`config.mk`:
```
export PLATFORM = sky130hd
export DESIGN_NAME = dmem_arbiter
export DESIGN_NICKNAME = d
export VERILOG_FILES = /design/src/rtl/dmem_pkg.sv /design/src/rtl/dmem_rsp_slot.sv /design/src/rtl/dmem_arbiter.sv
export SDC_FILE = /design/constraint.sdc
export NUM_CORES = 1
export LEC_CHECK = 0
export CORE_AREA = 5 5 116 118
export CTS_BUF_LIST = sky130_fd_sc_hd__clkbuf_8
export DETAILED_ROUTE_END_ITERATION = 8
export DIE_AREA = 0 0 121 123
export GPL_ROUTABILITY_DRIVEN = 0
export GPL_TIMING_DRIVEN = 0
export PLACE_DENSITY = 0.76
export SYNTH_ARGS = -nofsm -noshare
export SYNTH_HDL_FRONTEND = slang
export SYNTH_SLANG_ARGS = --single-unit
```
`constraint.sdc`:
```
create_clock -name clk -period 6 [get_ports clk]
set_clock_uncertainty 0.05 [all_clocks]
set_input_delay 1.2 -clock clk [delete_from_list [all_inputs] [get_ports clk]]
set_output_delay 1.2 -clock clk [all_outputs]
set_load 0.02 [all_outputs]
```
`src/rtl/dmem_pkg.sv`:
```
// Shared definitions for the data-memory arbiter: widths, depth, port
// indices and the per-port response state encoding.
package dmem_pkg;

  localparam int DEF_ADDR_WIDTH = 32;
  localparam int DEF_DATA_WIDTH = 32;
  localparam int DEF_DATA_DEPTH = 32;

  // Port indices into the two-entry request/response vectors.
  localparam logic PORT_CORE = 1'b0;
  localparam logic PORT_DBG  = 1'b1;

  // Per-port state: waiting for a request, or holding a response.
  typedef enum logic {
    ST_IDLE = 1'b0,
    ST_RSP  = 1'b1
  } port_state_e;

endpackage

```
`src/rtl/dmem_rsp_slot.sv`:
```
// One requester's response slot: a two-state FSM that captures the access
// result on acceptance and holds it until the requester takes it.
module dmem_rsp_slot
  import dmem_pkg::*;
#(
  parameter int DATA_WIDTH = DEF_DATA_WIDTH
) (
  input  logic                  clk,
  input  logic                  rst_n_i,
  input  logic                  accept_i,
  input  logic [DATA_WIDTH-1:0] rdata_i,
  input  logic                  err_i,
  input  logic                  rsp_ready_i,
  output logic                  idle_o,
  output logic                  rsp_valid_o,
  output logic [DATA_WIDTH-1:0] rsp_rdata_o,
  output logic                  rsp_err_o
);

  port_state_e           state_q, state_d;
  logic [DATA_WIDTH-1:0] rdata_q, rdata_d;
  logic                  err_q, err_d;

  // State and response registers; reset discards any pending response.
  always_ff @(posedge clk or negedge rst_n_i) begin
    if (!rst_n_i) begin
      state_q <= ST_IDLE;
      rdata_q <= '0;
      err_q   <= 1'b0;
    end else begin
      state_q <= state_d;
      rdata_q <= rdata_d;
      err_q   <= err_d;
    end
  end

  // Next state: capture the result when accepted, release on handshake.
  always_comb begin
    state_d = state_q;
    rdata_d = rdata_q;
    err_d   = err_q;
    case (state_q)
      ST_IDLE: begin
        if (accept_i) begin
          state_d = ST_RSP;
          rdata_d = rdata_i;
          err_d   = err_i;
        end
      end
      ST_RSP: begin
        if (rsp_ready_i) begin
          state_d = ST_IDLE;
        end
      end
      default: state_d = ST_IDLE;
    endcase
  end

  assign idle_o      = (state_q == ST_IDLE);
  assign rsp_valid_o = (state_q == ST_RSP);
  assign rsp_rdata_o = rdata_q;
  assign rsp_err_o   = err_q;

endmodule

```
`src/rtl/dmem_arbiter.sv`:
```
// Two-port round-robin arbiter in front of a single-port data memory.
// Port 0 is the core load/store unit, port 1 the debug/DMA loader.
module dmem_arbiter
  import dmem_pkg::*;
#(
  parameter int ADDR_WIDTH = DEF_ADDR_WIDTH,
  parameter int DATA_WIDTH = DEF_DATA_WIDTH,
  parameter int DATA_DEPTH = DEF_DATA_DEPTH
) (
  input  logic                  clk,
  input  logic                  reset,
  input  logic                  p0_req_valid,
  output logic                  p0_req_ready,
  input  logic                  p0_req_write,
  input  logic [ADDR_WIDTH-1:0] p0_req_addr,
  input  logic [DATA_WIDTH-1:0] p0_req_wdata,
  output logic                  p0_rsp_valid,
  input  logic                  p0_rsp_ready,
  output logic [DATA_WIDTH-1:0] p0_rsp_rdata,
  output logic                  p0_rsp_err,
  input  logic                  p1_req_valid,
  output logic                  p1_req_ready,
  input  logic                  p1_req_write,
  input  logic [ADDR_WIDTH-1:0] p1_req_addr,
  input  logic [DATA_WIDTH-1:0] p1_req_wdata,
  output logic                  p1_rsp_valid,
  input  logic                  p1_rsp_ready,
  output logic [DATA_WIDTH-1:0] p1_rsp_rdata,
  output logic                  p1_rsp_err,
  output logic                  MemWrite,
  output logic                  MemRead,
  output logic [ADDR_WIDTH-1:0] address,
  output logic [DATA_WIDTH-1:0] WritedataMem,
  input  logic [DATA_WIDTH-1:0] Data_out
);

  // One bit wider than the address so any DATA_DEPTH fits in the compare.
  localparam logic [ADDR_WIDTH:0] DEPTH_LIMIT = (ADDR_WIDTH + 1)'(DATA_DEPTH);

  logic [1:0]            req_valid, req_write, rsp_ready;
  logic [ADDR_WIDTH-1:0] req_addr  [2];
  logic [DATA_WIDTH-1:0] req_wdata [2];
  logic [1:0]            slot_idle, eligible, grant;
  logic [1:0]            rsp_valid, rsp_err;
  logic [DATA_WIDTH-1:0] rsp_rdata [2];
  logic                  last_grant_q, last_grant_d;
  logic                  sel, in_range;
  logic [DATA_WIDTH-1:0] cap_rdata;
  logic                  cap_err;

  assign req_valid    = {p1_req_valid, p0_req_valid};
  assign req_write    = {p1_req_write, p0_req_write};
  assign rsp_ready    = {p1_rsp_ready, p0_rsp_ready};
  assign req_addr[0]  = p0_req_addr;
  assign req_addr[1]  = p1_req_addr;
  assign req_wdata[0] = p0_req_wdata;
  assign req_wdata[1] = p1_req_wdata;

  assign eligible = req_valid & slot_idle;

  // Round-robin grant; nothing is granted while reset is held low.
  always_comb begin
    grant        = 2'b00;
    last_grant_d = last_grant_q;
    if (reset) begin
      if (eligible[PORT_CORE] && (!eligible[PORT_DBG] || last_grant_q == PORT_DBG)) begin
        grant[PORT_CORE] = 1'b1;
        last_grant_d     = PORT_CORE;
      end else if (eligible[PORT_DBG]) begin
        grant[PORT_DBG] = 1'b1;
        last_grant_d    = PORT_DBG;
      end
    end
  end

  // Last-grant pointer; resets to the debug port so the core wins the first tie.
  always_ff @(posedge clk or negedge reset) begin
    if (!reset) begin
      last_grant_q <= PORT_DBG;
    end else begin
      last_grant_q <= last_grant_d;
    end
  end

  assign p0_req_ready = grant[PORT_CORE];
  assign p1_req_ready = grant[PORT_DBG];

  assign sel      = grant[PORT_DBG];
  assign in_range = {1'b0, req_addr[sel]} < DEPTH_LIMIT;

  // Memory mux and response capture; out-of-range grants never reach memory.
  always_comb begin
    MemWrite     = 1'b0;
    MemRead      = 1'b0;
    address      = '0;
    WritedataMem = '0;
    cap_rdata    = '0;
    cap_err      = 1'b0;
    if (|grant) begin
      cap_err = !in_range;
      if (in_range) begin
        address  = req_addr[sel];
        MemWrite = req_write[sel];
        MemRead  = !req_write[sel];
        if (req_write[sel]) begin
          WritedataMem = req_wdata[sel];
        end else begin
          cap_rdata = Data_out;
        end
      end
    end
  end

  genvar gi;
  for (gi = 0; gi < 2; gi++) begin : g_slot
    dmem_rsp_slot #(
      .DATA_WIDTH(DATA_WIDTH)
    ) u_slot (
      .clk        (clk),
      .rst_n_i    (reset),
      .accept_i   (grant[gi]),
      .rdata_i    (cap_rdata),
      .err_i      (cap_err),
      .rsp_ready_i(rsp_ready[gi]),
      .idle_o     (slot_idle[gi]),
      .rsp_valid_o(rsp_valid[gi]),
      .rsp_rdata_o(rsp_rdata[gi]),
      .rsp_err_o  (rsp_err[gi])
    );
  end

  assign p0_rsp_valid = rsp_valid[PORT_CORE];
  assign p1_rsp_valid = rsp_valid[PORT_DBG];
  assign p0_rsp_rdata = rsp_rdata[0];
  assign p1_rsp_rdata = rsp_rdata[1];
  assign p0_rsp_err   = rsp_err[PORT_CORE];
  assign p1_rsp_err   = rsp_err[PORT_DBG];

endmodule

```
==> summary.md <==
| Metric | Value |
|---|---|
| R2r endpoint | `g_slot[0].u_slot.rsp_rdata_o[29]$_DFFE_PN0P_` |
| GRT Util Overall | `22.6%` |
| R2R depth | `5` |
| Residual DRC | `0` |
| Ys flop type | `dfrtp_1` |
| CTS tree | `yes` |
| Row count | `about 40` |
| Height of the die | `123 um` |
| First-pass GRT wire length | `26300 um` |
| Share of post-route cells with drive strength above 1 | `11.3%` |
| Kind of end point of the critical path | `output pin` |
| DP Wirelength | `between 10000 and 15000 um` |
| Die area | `14900 um2` |
| Most Crowded Layer GR | `met2` |
| Flop pwr share | `between 40 and 50%` |
| Setup violators final | `0` |
| Slew headroom | `16.1%` |
| Post-CTS setup buffers | `0` |
| CP arrival | `4280 ps` |
| Clk root buf | `clkbuf_8` |
| # IOs | `roughly 300` |
| Synth warn | `0` |
| Max Cap Viol | `0` |
| Comb power frac | `between 20% and 30%` |
| Avg Inst Size Synth | `9.91 um2` |
| Crit path to | `MemRead` |
| Number of flops mapped to enable cells by yosys | `0` |
| Status | `complete, no violations` |
| Total power | `1.14 mW` |
| Hold WC Path Type | `register to register` |
| Share of the yosys chip area belonging to registers | `44.1%` |
| Worst-path clk slew | `70 ps` |
| DR iter-0 viols | `329` |
| Final min period | `5530 ps` |
| Total wire length | `17700 um` |
| Cell area after synthesis | `approximately 3900 um2` |
| Core area | `12400 um2` |
| Cell variety after synth | `34` |
| CTS Hold Bufs | `0` |
| Fin. Hold Viols | `0` |
| CTS Buf Count | `9` |
| VDD IR max | `153 uV` |
| M1 GR Usage | `27.0%` |
| Final period util | `92.1%` |
| Met3 Use GR | `between 7 and 8%` |
| Finished Core Util | `58.2%` |
| Layout area overhead | `83.7%` |
| RSZ-0062 raised after global routing | `false` |
| WP data required | `4750 ps` |
| Worst path cell trace | `clkdlybuf4s50_1, inv_1, o311ai_1, nor4bb_1, clkbuf_1, clkbuf_1, o21bai_1, clkdlybuf4s50_1` |
| Power per cell area | `159 nW/um2` |
| Fin. max-slew vios | `0` |
| Initial Utilization | `31.7%` |
| IO Port Bufs | `roughly 270` |
| Max incr delay on CP | `1020 ps` |
| Total number of vias | `4537` |
| Pin slew with the least headroom to its limit | `1240 ps` |
| Initial DRT Pass Iterations | `5` |
| Synth async-reset ratio | `between 90% and 100%` |
| # H-tree levels | `3` |
| Worst-path fanout max | `10` |
| M2 GR Usage | `38.0%` |
| Vias in the first global route | `4697` |
| Max Freq | `0.181 GHz` |
| Clock latency on the worst-skew pair | `340 ps` |
| Initial antenna violation count | `3` |
| Largest net degree at the start of global routing | `73` |
| CP Launch Type | `input port` |
| Lkg Pwr | `2.87 nW` |
| Kind of critical path | `input port to output pin` |
| Post-DR wirelength/cell | `20.0 um` |
| Sw power | `~0.31 mW` |
| Routed Antenna Nets | `0` |
| Sink Count | `69` |
| Launch point of the worst path | `p1_req_valid` |
| NumNets Final | `874` |
| Switching Fraction | `between 20 and 30%` |
| Die W | `approximately 120 um` |
| Clock buffer depth | `2` |
| Register bit total from synthesis | `69` |
| Worst reg2reg startpoint | `g_slot[1].u_slot.rsp_valid_o$_DFF_PN0_` |
| Vias per cell | `5.12` |
| Pint | `0.829 mW` |
| Flop2flop setup slack | `3410 ps` |
| Gate Count Post-Synth | `395` |
| Total gr overflow | `0` |
| Slowest CP cell | `o311ai_1` |
| Clock Power Share | `35.0%` |
==> logic make-up (layout without fill, tap and decap cells) <==
logic type	count (synthesis)	count (layout)	share of synthesized area, %
AOI/OAI and AO/OA	140	140	30.9
and+or+nand+nor	106	106	13.3
buffers and inverters	78	368	11.2
DFF	69	69	44.1
other	1	30	0.0958
muxes	1	1	0.288
==> Yosys cell counts (all sizes together), types with 2 or more instances <==
cell type / instances / area share [%]
dfrtp: 68 / 43
a31oi: 32 / 5.1
nand3b: 2 / 0.38
a22o: 64 / 14
inv: 4 / 0.38
a211oi: 32 / 8.2
nor2b: 2 / 0.32
nor3: 33 / 4.2
clkbuf: 34 / 3.3
nand2: 47 / 4.5
o21ai: 3 / 0.38
a221oi: 6 / 2.3
buf: 39 / 7.5
nor4: 13 / 2.1
==> metal layers <==
layer  routed length, um  vias up
li1                    -     2081
met1                6790     2161
met2                8550      264
met3                1930       31
met4                 425        0
met5                   0        -
==> worst max-delay path: cells and delay by family <==
family | cells | cell delay, ps
AO/OA/AOI/OAI | 2 | 1250
AND/OR/NAND/NOR | 1 | 150
buffers and inverters | 5 | 1670
==> layout make-up <==
cell class | instances | area (um2)
repair buffers | 274 | 2740
fillers | 1072 | 5170
plain buffers | 73 | 420
multi-input cells | 274 | 1840
diodes | 3 | 7.51
clock buffers | 12 | 165
inverters | 5 | 18.8
well taps | 172 | 215
flip-flops and latches | 69 | 1730
clock inverters | 4 | 46.3
==> power groups by stage <==
stage / Clock, mW / Combinational, mW / Sequential (mW)
6_report: 0.399 / 0.268 / 0.473
5_1_grt: 0.427 / 0.287 / 0.473
4_1_cts: 0.406 / 0.267 / 0.473
3_5_place_dp: 0 / 0.266 / 0.482
3_3_place_gp: 0 / 0.261 / 0.482
2_1_floorplan: 0 / 0.105 / 0.484
==> worst min path at each step <==
stage / cells past startpoint / to / from / slack (ps)
2_1_floorplan: 2 / last_grant_q$_DFFE_PN1P_ / last_grant_q$_DFFE_PN1P_ / 390
3_3_place_gp: 2 / last_grant_q$_DFFE_PN1P_ / last_grant_q$_DFFE_PN1P_ / 410
3_5_place_dp: 2 / last_grant_q$_DFFE_PN1P_ / last_grant_q$_DFFE_PN1P_ / 410
4_1_cts: 2 / last_grant_q$_DFFE_PN1P_ / last_grant_q$_DFFE_PN1P_ / 420
5_1_grt: 2 / last_grant_q$_DFFE_PN1P_ / last_grant_q$_DFFE_PN1P_ / 430
6_report: 2 / last_grant_q$_DFFE_PN1P_ / last_grant_q$_DFFE_PN1P_ / 420
==> placed cells by master (no fill, tap or decap), types with 2 or more instances in the layout <==
cell type,count
a211oi_2,16
clkbuf_8,12
conb_1,27
inv_1,5
nor2b_1,2
diode_2,3
a221oi_2,6
a22o_1,64
clkdlybuf4s50_1,273
buf_4,27
nand3b_1,2
nor3_1,33
buf_2,6
a211oi_1,16
nor4_1,13
clkbuf_1,34
nand2_1,47
a31oi_1,32
buf_6,6
o21ai_0,3
dfrtp_1,68
==> repair_timing <==
item,CTS,global route
setup endpoints to repair,0,1
gates resized for setup,0,1
endpoints found under the hold margin,0,0
==> per-stage QoR <==
step	worst slack (ps)	area [um2]	std cells	TNS (ps)	hold slack [ps]
after floorplan	1650	4010	421	0	394
after global placement	-2410	6970	867	-114040	407
after detailed placement	166	6970	867	0	412
after CTS	160	7180	883	0	423
after global routing	200	7190	886	0	429
final	473	7190	886	0	421
==> registers in the layout, summed over array words and instances, names as in the netlist <==
register / cells
g_slot.u_slot.rsp_valid_o: 2
g_slot.u_slot.rsp_err_o: 2
g_slot.u_slot.rsp_rdata_o: 64
last_grant_q: 1
Power figures use the tool's default switching activity.
